## src/rtl/fir_sequencer_if.sv

```systemverilog
// ----------------------------------------------------------------------------
// fir_sequencer_if
//   Bundles the request/status inputs and the ALU/register-file control
//   outputs of the FIR sequencer.
//
//   Handshake: dr and lc are level signals from the datapath side; the
//   sequencer acts only on their rising edges seen while it is IDLE (EIDLE
//   additionally consumes a dr edge to clear the error). There is no
//   backpressure. modwait high means the sequencer is busy and any new
//   request edge will be dropped, not queued.
//
//   master modport : datapath / request side (drives dr, lc, overflow, alt_sign)
//   slave  modport : the sequencer itself (drives op, addresses and status)
// ----------------------------------------------------------------------------
interface fir_sequencer_if #(
    parameter int ADDR_W = 4
);
    logic              dr;        // data-ready request
    logic              lc;        // load-coefficient request
    logic              overflow;  // ALU overflow for the current op
    logic              alt_sign;  // 1: alternate +,-,+,- accumulate signs
    logic [2:0]        op;        // ALU op code
    logic [ADDR_W-1:0] src1;
    logic [ADDR_W-1:0] src2;
    logic [ADDR_W-1:0] dest;
    logic              modwait;   // registered busy flag
    logic              err;       // error flag
    logic              cnt_up;    // pulse per accepted sample
    logic              clear;     // pulse at start of a coefficient set
    logic              coef_rdy;  // full coefficient set loaded since reset

    modport master (
        output dr, lc, overflow, alt_sign,
        input  op, src1, src2, dest, modwait, err, cnt_up, clear, coef_rdy
    );

    modport slave (
        input  dr, lc, overflow, alt_sign,
        output op, src1, src2, dest, modwait, err, cnt_up, clear, coef_rdy
    );
endinterface

```

## src/rtl/fir_sequencer.sv

```systemverilog
// ----------------------------------------------------------------------------
// fir_sequencer
//   Control sequencer for an N-tap FIR datapath. Loads coefficients into the
//   register file one at a time, and for each accepted sample: stores it,
//   zeroes the accumulator, shifts the sample line, then runs N
//   multiply/accumulate pairs.
//
//   Register map (N = NUM_TAPS):
//     0          accumulator
//     1..N       sample line, 1 = oldest
//     N+1        sample staging
//     N+2        product temp
//     N+3+j      coefficient j
//
//   Ports:
//     clk        system clock, rising edge
//     n_rst      synchronous active-low reset
//     bus        fir_sequencer_if.slave (requests in, ALU control out)
//     state_dbg  current FSM state encoding, for observation only
// ----------------------------------------------------------------------------
module fir_sequencer #(
    parameter int NUM_TAPS = 4,
    parameter int ADDR_W   = 4
) (
    input  logic             clk,
    input  logic             n_rst,
    fir_sequencer_if.slave   bus,
    output logic [2:0]       state_dbg
);

    typedef enum logic [2:0] {
        IDLE   = 3'd0,
        LOAD_C = 3'd1,
        STORE  = 3'd2,
        ZERO   = 3'd3,
        SHIFT  = 3'd4,
        MUL    = 3'd5,
        ACC    = 3'd6,
        EIDLE  = 3'd7
    } state_t;

    localparam logic [2:0] OP_NOP   = 3'b000;
    localparam logic [2:0] OP_COPY  = 3'b001;
    localparam logic [2:0] OP_LDS   = 3'b010;
    localparam logic [2:0] OP_LDC   = 3'b011;
    localparam logic [2:0] OP_ADD   = 3'b100;
    localparam logic [2:0] OP_SUB   = 3'b101;
    localparam logic [2:0] OP_MUL   = 3'b110;

    localparam logic [2:0]        K_LAST  = 3'(NUM_TAPS - 1);
    localparam logic [ADDR_W-1:0] A_STAGE = ADDR_W'(NUM_TAPS + 1);
    localparam logic [ADDR_W-1:0] A_PROD  = ADDR_W'(NUM_TAPS + 2);
    localparam logic [ADDR_W-1:0] A_COEF0 = ADDR_W'(NUM_TAPS + 3);
    // Tap k pairs sample k+1 with coefficient N-1-k, i.e. address 2N+2-k.
    localparam logic [ADDR_W-1:0] A_MULC  = ADDR_W'(2 * NUM_TAPS + 2);
    localparam logic [ADDR_W-1:0] A_ONE   = ADDR_W'(1);
    localparam logic [ADDR_W-1:0] A_TWO   = ADDR_W'(2);

    state_t            state, next_state;
    logic [2:0]        k;
    logic [2:0]        c;
    logic              dr_prev, lc_prev;
    logic              coef_rdy_q, modwait_q;
    logic              dr_edge, lc_edge;
    logic [ADDR_W-1:0] k_a, c_a;

    logic [2:0]        op_c;
    logic [ADDR_W-1:0] src1_c, src2_c, dest_c;
    logic              err_c, cnt_up_c, clear_c;

    assign dr_edge = bus.dr & ~dr_prev;
    assign lc_edge = bus.lc & ~lc_prev;
    assign k_a     = ADDR_W'(k);
    assign c_a     = ADDR_W'(c);

    // State register, counters and registered flags.
    always_ff @(posedge clk) begin
        if (!n_rst) begin
            state      <= IDLE;
            k          <= 3'd0;
            c          <= 3'd0;
            coef_rdy_q <= 1'b0;
            modwait_q  <= 1'b0;
            dr_prev    <= 1'b0;
            lc_prev    <= 1'b0;
        end else begin
            state     <= next_state;
            modwait_q <= (next_state != IDLE) && (next_state != EIDLE);
            dr_prev   <= bus.dr;
            lc_prev   <= bus.lc;
            case (state)
                LOAD_C: begin
                    if (c == K_LAST) begin
                        c          <= 3'd0;
                        coef_rdy_q <= 1'b1;
                    end else begin
                        c <= c + 3'd1;
                    end
                end
                ZERO:  k <= 3'd0;
                SHIFT: k <= (k == K_LAST) ? 3'd0 : k + 3'd1;
                ACC: begin
                    if (!bus.overflow && (k != K_LAST)) k <= k + 3'd1;
                end
                default: ;
            endcase
        end
    end

    // Next-state and combinational outputs.
    always_comb begin
        next_state = state;
        op_c       = OP_NOP;
        src1_c     = '0;
        src2_c     = '0;
        dest_c     = '0;
        err_c      = 1'b0;
        cnt_up_c   = 1'b0;
        clear_c    = 1'b0;
        case (state)
            IDLE: begin
                // lc wins; a dr edge in the same cycle is lost.
                if (lc_edge)      next_state = LOAD_C;
                else if (dr_edge) next_state = coef_rdy_q ? STORE : EIDLE;
            end
            LOAD_C: begin
                op_c       = OP_LDC;
                dest_c     = A_COEF0 + c_a;
                clear_c    = (c == 3'd0);
                next_state = IDLE;
            end
            STORE: begin
                op_c       = OP_LDS;
                dest_c     = A_STAGE;
                cnt_up_c   = 1'b1;
                // A single-cycle dr pulse is treated as a malformed request.
                next_state = bus.dr ? ZERO : EIDLE;
            end
            ZERO: begin
                op_c       = OP_SUB;
                next_state = SHIFT;
            end
            SHIFT: begin
                op_c       = OP_COPY;
                src1_c     = k_a + A_TWO;
                dest_c     = k_a + A_ONE;
                next_state = (k == K_LAST) ? MUL : SHIFT;
            end
            MUL: begin
                op_c       = OP_MUL;
                src1_c     = k_a + A_ONE;
                src2_c     = A_MULC - k_a;
                dest_c     = A_PROD;
                next_state = ACC;
            end
            ACC: begin
                op_c   = (bus.alt_sign && k[0]) ? OP_SUB : OP_ADD;
                src2_c = A_PROD;
                if (bus.overflow)     next_state = EIDLE;
                else if (k == K_LAST) next_state = IDLE;
                else                  next_state = MUL;
            end
            EIDLE: begin
                err_c = 1'b1;
                if (dr_edge) next_state = IDLE;
            end
            default: next_state = IDLE;
        endcase

        // Keep the datapath quiet while reset is held, whatever the state.
        if (!n_rst) begin
            op_c     = OP_NOP;
            src1_c   = '0;
            src2_c   = '0;
            dest_c   = '0;
            err_c    = 1'b0;
            cnt_up_c = 1'b0;
            clear_c  = 1'b0;
        end
    end

    assign bus.op       = op_c;
    assign bus.src1     = src1_c;
    assign bus.src2     = src2_c;
    assign bus.dest     = dest_c;
    assign bus.err      = err_c;
    assign bus.cnt_up   = cnt_up_c;
    assign bus.clear    = clear_c;
    assign bus.modwait  = modwait_q;
    assign bus.coef_rdy = coef_rdy_q;
    assign state_dbg    = state;

endmodule

```

## src/flat_wrapper.sv

```systemverilog
// flat-port wrapper written by rule: the top's interface ports become plain ports
module fir_sequencer_flat 
#(
    parameter int NUM_TAPS = 4,
    parameter int ADDR_W   = 4
)
  (clk, n_rst, state_dbg, bus_dr, bus_lc, bus_overflow, bus_alt_sign, bus_op, bus_src1, bus_src2, bus_dest, bus_modwait, bus_err, bus_cnt_up, bus_clear, bus_coef_rdy);
  fir_sequencer_if #(.ADDR_W(ADDR_W)) bus_i ();
  input  logic clk;
  input  logic n_rst;
  output logic [2:0] state_dbg;
  input wire logic [$bits(bus_i.dr)-1:0] bus_dr;
  input wire logic [$bits(bus_i.lc)-1:0] bus_lc;
  input wire logic [$bits(bus_i.overflow)-1:0] bus_overflow;
  input wire logic [$bits(bus_i.alt_sign)-1:0] bus_alt_sign;
  output wire logic [$bits(bus_i.op)-1:0] bus_op;
  output wire logic [$bits(bus_i.src1)-1:0] bus_src1;
  output wire logic [$bits(bus_i.src2)-1:0] bus_src2;
  output wire logic [$bits(bus_i.dest)-1:0] bus_dest;
  output wire logic [$bits(bus_i.modwait)-1:0] bus_modwait;
  output wire logic [$bits(bus_i.err)-1:0] bus_err;
  output wire logic [$bits(bus_i.cnt_up)-1:0] bus_cnt_up;
  output wire logic [$bits(bus_i.clear)-1:0] bus_clear;
  output wire logic [$bits(bus_i.coef_rdy)-1:0] bus_coef_rdy;
  assign bus_i.dr = bus_dr;
  assign bus_i.lc = bus_lc;
  assign bus_i.overflow = bus_overflow;
  assign bus_i.alt_sign = bus_alt_sign;
  assign bus_op = bus_i.op;
  assign bus_src1 = bus_i.src1;
  assign bus_src2 = bus_i.src2;
  assign bus_dest = bus_i.dest;
  assign bus_modwait = bus_i.modwait;
  assign bus_err = bus_i.err;
  assign bus_cnt_up = bus_i.cnt_up;
  assign bus_clear = bus_i.clear;
  assign bus_coef_rdy = bus_i.coef_rdy;
  fir_sequencer #(.NUM_TAPS(NUM_TAPS), .ADDR_W(ADDR_W)) u_core (.clk(clk), .n_rst(n_rst), .bus(bus_i), .state_dbg(state_dbg));
endmodule
```

## config.mk

```make
export PLATFORM = sky130hd
export DESIGN_NAME = fir_sequencer_flat
export DESIGN_NICKNAME = d
export VERILOG_FILES = /design/src/rtl/fir_sequencer_if.sv /design/src/rtl/fir_sequencer.sv /design/src/flat_wrapper.sv
export SDC_FILE = /design/constraint.sdc
export NUM_CORES = 1
export LEC_CHECK = 0
export CAP_MARGIN = 20
export CELL_PAD_IN_SITES_DETAIL_PLACEMENT = 1
export CELL_PAD_IN_SITES_GLOBAL_PLACEMENT = 2
export CORE_MARGIN = 4
export CORE_UTILIZATION = 33
export DETAILED_ROUTE_END_ITERATION = 7
export DONT_BUFFER_PORTS = 1
export PLACE_DENSITY = 0.79
export SLEW_MARGIN = 20
export SYNTH_ARGS = -nofsm -noshare
export SYNTH_HDL_FRONTEND = slang
export SYNTH_SLANG_ARGS = --single-unit
export TNS_END_PERCENT = 1
```

## constraint.sdc

```tcl
create_clock -name clk -period 2.3 [get_ports clk]
set_input_delay 0.23 -clock clk [delete_from_list [all_inputs] [get_ports clk]]
set_output_delay 0.23 -clock clk [all_outputs]
set_load 0.01 [all_outputs]
```

Yosys cells after proc, flatten, opt, wreduce, memory -nomap -nowiden --
Index checks and enable logic that the tools add are counted.
Word-level totals: flip-flop bits (word level) 13, bits in latches 0, RAM bits 0, bits in read-only memories 0, input bits 6, memories kept 0
Operators by class: add/sub/neg operators 6, multiply operators 0, divide/modulo/power cells 0, magnitude comparators 0, equality and inequality tests 12, shifts and indexed selects 0, multiplexer cells 28, bitwise gates (word level) 4, reductions and logical operators 10
Operator list (number):
- 2-to-1 mux 3 bit | 11
- case mux 3 bit (8 select lines) | 1
- case mux 3 bit (6 select lines) | 1
- case mux 4 bit (2 select lines) | 2
- case mux 4 bit (4 select lines) | 1
- equality test 3 x 2 -> 1 bit, second input constant | 4
- equality test 3 bit, second input constant | 4
- 2-to-1 mux 4 bit | 3
- case mux 3 bit (3 select lines) | 1
- 2-to-1 mux 1 bit | 8
- adder 3 x 1 -> 3 bit, second input constant | 2
- zero test 3 bit | 2
- nonzero test 3 bit | 2
- adder 3 x 1 -> 4 bit, second input constant | 1
- adder 3 x 2 -> 4 bit, second input constant | 1
- adder 3 x 3 -> 4 bit, first input constant | 1
- AND reduction 2 bit | 2
- subtractor 4 x 3 -> 4 bit, first input constant | 1
- equality test 3 x 1 -> 1 bit, second input constant | 1
- logical AND 1 bit | 3
- != test 3 x 2 -> 1 bit, second input constant | 1
- != test 3 bit, second input constant | 1
- bitwise AND 1 bit | 2
- != test 2 x 1 -> 1 bit, second input constant | 1
- 2 further kinds | 3

Longest topological paths before layout --
depth after elaboration 7, depth in mapped cells 7

Least setup slack after synthesis --
Ideal clock, no wire load.
path type reg2out, start reg u_core.c[0], end out bus_dest[2], arrival time 1.368 ns, data required time 2.070 ns, setup slack 0.702 ns, stages on the path, launching flop included 8, buffers on the path 0, path through dfxtp_1 -> inv_1 -> ha_1 -> ha_1 -> a21o_1 -> a21oi_1 -> nor2_1 -> nor2_1
Between the ends: word-level cells in the longest chain between the ends 3
Ends and longest elaborated chain:
- from (decl) | RTL line fir_sequencer.sv:61 | logic [2:0] c;
- from (signal assigned) | RTL line fir_sequencer.sv:97 | c <= c + 3'd1;
- adder 3 x 3 -> 4 bit | RTL line fir_sequencer.sv:128 | dest_c = A_COEF0 + c_a;
- case mux 4 bit (4 select lines) | RTL line fir_sequencer.sv:120 | case (state)
- 2-to-1 mux 4 bit | RTL line fir_sequencer.sv:171 | if (!n_rst) begin
- to (decl) | RTL line flat_wrapper.sv:19 | output wire logic [$bits(bus_i.dest)-1:0] bus_dest;
Every way passes these cells.

Worst setup path in the final report --
start reg u_core.state[0], in the netlist u_core.state_dbg[0], end out bus_clear
Between the ends: word-level cells in the longest chain between the ends 3
Ends and longest elaborated chain:
- from (decl) | RTL line fir_sequencer.sv:59 | state_t state, next_state;
- from (signal assigned) | RTL line fir_sequencer.sv:87 | state <= next_state;
- equality test 3 x 1 -> 1 bit | RTL line fir_sequencer.sv:120
- 2-to-1 mux 1 bit | RTL line fir_sequencer.sv:120
- 2-to-1 mux 1 bit | RTL line fir_sequencer.sv:171
- to (decl) | RTL line flat_wrapper.sv:23 | output wire logic [$bits(bus_i.clear)-1:0] bus_clear;
Every way passes these cells.

==> impl_metrics.tcl <==
set metrics [dict create \
    fin_crit_ns 2.07 \
    fp.dieArea_mm2 0.00426 \
    post_cts_buffers 0 \
    synthToLayoutAreaGrowth_pct 7.86 \
    post_cts_resize_count 0 \
    diodes 0 \
    p_clk_share_pct 12.7 \
    critPathKind "register to primary output" \
    cp-endpoint "bus_clear" \
    fin_nets 171 \
    synth_area_leaders "dfxtp_1, ha_1, nor2_1" \
    critPathRequiredTime_ns 2.07 \
    status "finished, final reports clean" \
    num_rows 20 \
    leakagePower_nw 0.487 \
    swShare_pct 50.2 \
    reg2regPathDepth 7 \
    wl_per_cell_um 16.1 \
    cts_max_level 1 \
    holdBufCountCts 0 \
    ant_nets 0 \
    cp_top_family "simple AND/OR/NAND/NOR gates" \
    dr.pass1.iters 4 \
    drv_cap 0 \
    ys_seq_area_share_pct 24.0 \
    hold_viol 0 \
    setup_violations 0 \
    critPathLaunch "u_core.state_dbg[0]" \
    overflow 0 \
    cp_slowest_cell "dfxtp_1" \
    combPwrFrac_pct 56.1 \
    regArea_um2 260 \
    fmaxAchievable_ghz 0.484 \
    synth_top_cell_area_share_pct 24.0 \
    root_buffer "clkbuf_4" \
    grt_first_pass_wirelength_um 5400 \
    reg2reg_to "u_core.bus.modwait" \
    arrival_ns 1.84 \
    die_y_um 65.3 \
    power_switching_mw 0.600 \
    syn_area_mm2 0.00108 \
    place_congestion 0.805 \
    die_w_um 65.3 \
    synthArstFlopShare_pct 0 \
    critPathMaxStageDelay_ns 0.67 \
    clk_path_buf_depth 2 \
    hp-class "input pin to register" \
    fin_worst_skew_ns 0.00694 \
    yosysTopAreaCell "dfxtp_1" \
    drive_gt1_share_pct 8.44 \
    start_util_pct 34.9 \
    first_iter_violations 14 \
    cp_max_fo 15 \
    routed_via_density 5.39 \
    vias 1067 \
    ir_drop_uv 451 \
    fin_hold_ws_ns 0.0630 \
    end_kind "primary output" \
    syn_nets 167 \
    synth_cell_type_count 41 \
    worstSkewPairLatency_ns 0.29 \
    synth_seq_cells 13 \
    maxSlewHeadroom_pct 63.1 \
    rrSetupSlack_ns 0.45 \
    cts_tree "yes" \
    ioPinCount 29 \
    pre_cts_ws_ns 0.484 \
    grt_antenna_before_repair 0 \
    grt_usage_pct 16.2 \
    p_int_mw 0.595 \
    critPathLaunchType "register" \
    worst_slew_pin_slew_ns 0.550 \
    tns_ns 0 \
    core_area_mm2 0.00310 \
    ys_warn_count 0 \
    cts.sinks 13 \
    grt_pass1_vias 1111 \
    power_mw 1.19 \
    fillers 416 \
    numPortBuffers 0 \
    syn_inst 151 \
    cts_buffers 3 \
    min_period_over_period_pct 89.8 \
    crit_chain "or2b_1 > nor2_2 > and3_1" \
    stdcell_count 198 \
    drc_errors 0 \
    multiInputGateArea_um2 734 \
    synth_edf_count 0 \
    pwr-share-seq_pct 31.2 \
    cp.depth 3 \
    report.final.slew_viol_count 0 \
    place_hpwl_um 2510 \
    drt_wl_total_um 3180 \
    regToRegStartpoint "u_core.k[1]" \
    syn_avg_cell_area_um2 7.17 \
    dp.cells 194 \
    clk_pin_slew_ns 0.09 \
    layout_setup_ws_ns 0.234 \
    pwr_density_cell_mw_per_mm2 1020 \
    grt_max_degree 16 \
    grt_setup_unrepaired "false" \
    synth_ff_type "dfxtp_1" \
    critPathBufInv 0 \
]
[synthesized netlist by cell type (3+ instances only)]
cell and instances:
nor2_1 29, nand2b_1 8, nand2_1 7, buf_2 4
and2_1 3, a21oi_1 15, nor2b_1 3, o21ai_0 4
inv_1 14, ha_1 10, nor3_1 3, dfxtp_1 13
[power groups by stage]
| stage | sequential [mW] | combinational, mW | clock [mW] |
|---|---|---|---|
| after floorplan | 0.333 | 0.552 | 0 |
| after global placement | 0.378 | 0.658 | 0 |
| after detailed placement | 0.379 | 0.669 | 0 |
| after CTS | 0.373 | 0.673 | 0.158 |
| after global routing | 0.385 | 0.751 | 0.173 |
| final | 0.372 | 0.670 | 0.152 |
[cell usage in the layout (no fill, tap or decap), types with 2 or more instances in the layout]
cell type	count
mux2i_1	2
ha_1	10
nand3_1	2
inv_1	14
clkbuf_4	3
nor2_1	29
nor3_1	3
nor2_2	2
and3_1	2
a211oi_1	2
o22ai_1	2
a21oi_1	15
dfxtp_1	13
nor2b_1	3
o31ai_1	2
nand2_1	7
buf_4	5
o21ai_0	4
a21o_1	2
and2_1	3
nand2b_1	8
a32oi_1	2
[how the worst min path moves through the flow]
stage               startpoint             end  slack (ns)  depth (start not counted)
global route            bus_dr  u_core.dr_prev        0.05                          1
floorplan               bus_dr  u_core.dr_prev        0.35                          1
global placement        bus_dr  u_core.dr_prev        0.35                          1
CTS                     bus_dr  u_core.dr_prev        0.06                          1
detailed placement       n_rst  u_core.lc_prev        0.36                          1
finish                  bus_dr  u_core.dr_prev        0.06                          1
[metal layers]
layer  track usage (%)  vias up  share of wire [%]
met5                 0        -                  0
met4              4.66        0               0.72
met3              4.27        4                5.8
met2              26.8       20                 48
met1              20.5      519                 45
li1                  -      524                  -
[metrics by stage]
step	instance area, um^2	util [%]
after global routing	1170	37.6
after floorplan	1080	-
after CTS	1170	37.6
final	1170	37.6
after global placement	1140	36.7
after detailed placement	1140	36.7
[registers in the layout, indices dropped and copies added (netlist names)]
name                 cells
u_core.c                 3
u_core.lc_prev           1
u_core.bus.modwait       1
u_core.bus.coef_rdy      1
u_core.state_dbg         3
u_core.dr_prev           1
u_core.k                 3
[layout make-up]
| type | instances | share of cell area [%] |
|---|---|---|
| Clock buffer | 3 | 1.93 |
| Clock inverter | 1 | 0.429 |
| Inverter | 14 | 4.50 |
| Multi-Input combinational cell | 118 | 62.9 |
| Sequential cell | 13 | 22.3 |
| Tap cell | 44 | 4.72 |
| Timing Repair Buffer | 5 | 3.22 |
[cell families after synthesis]
group	Yosys count	synth area share (%)
DFF	13	24.0
muxes	2	1.85
xor gates and xnor gates	2	1.62
adders and majority gates	10	11.6
and+or+nand+nor	63	27.7
buffers and inverters	20	8.09
AOI/OAI and AO/OA	41	25.1
Power figures use the tool's default switching activity.
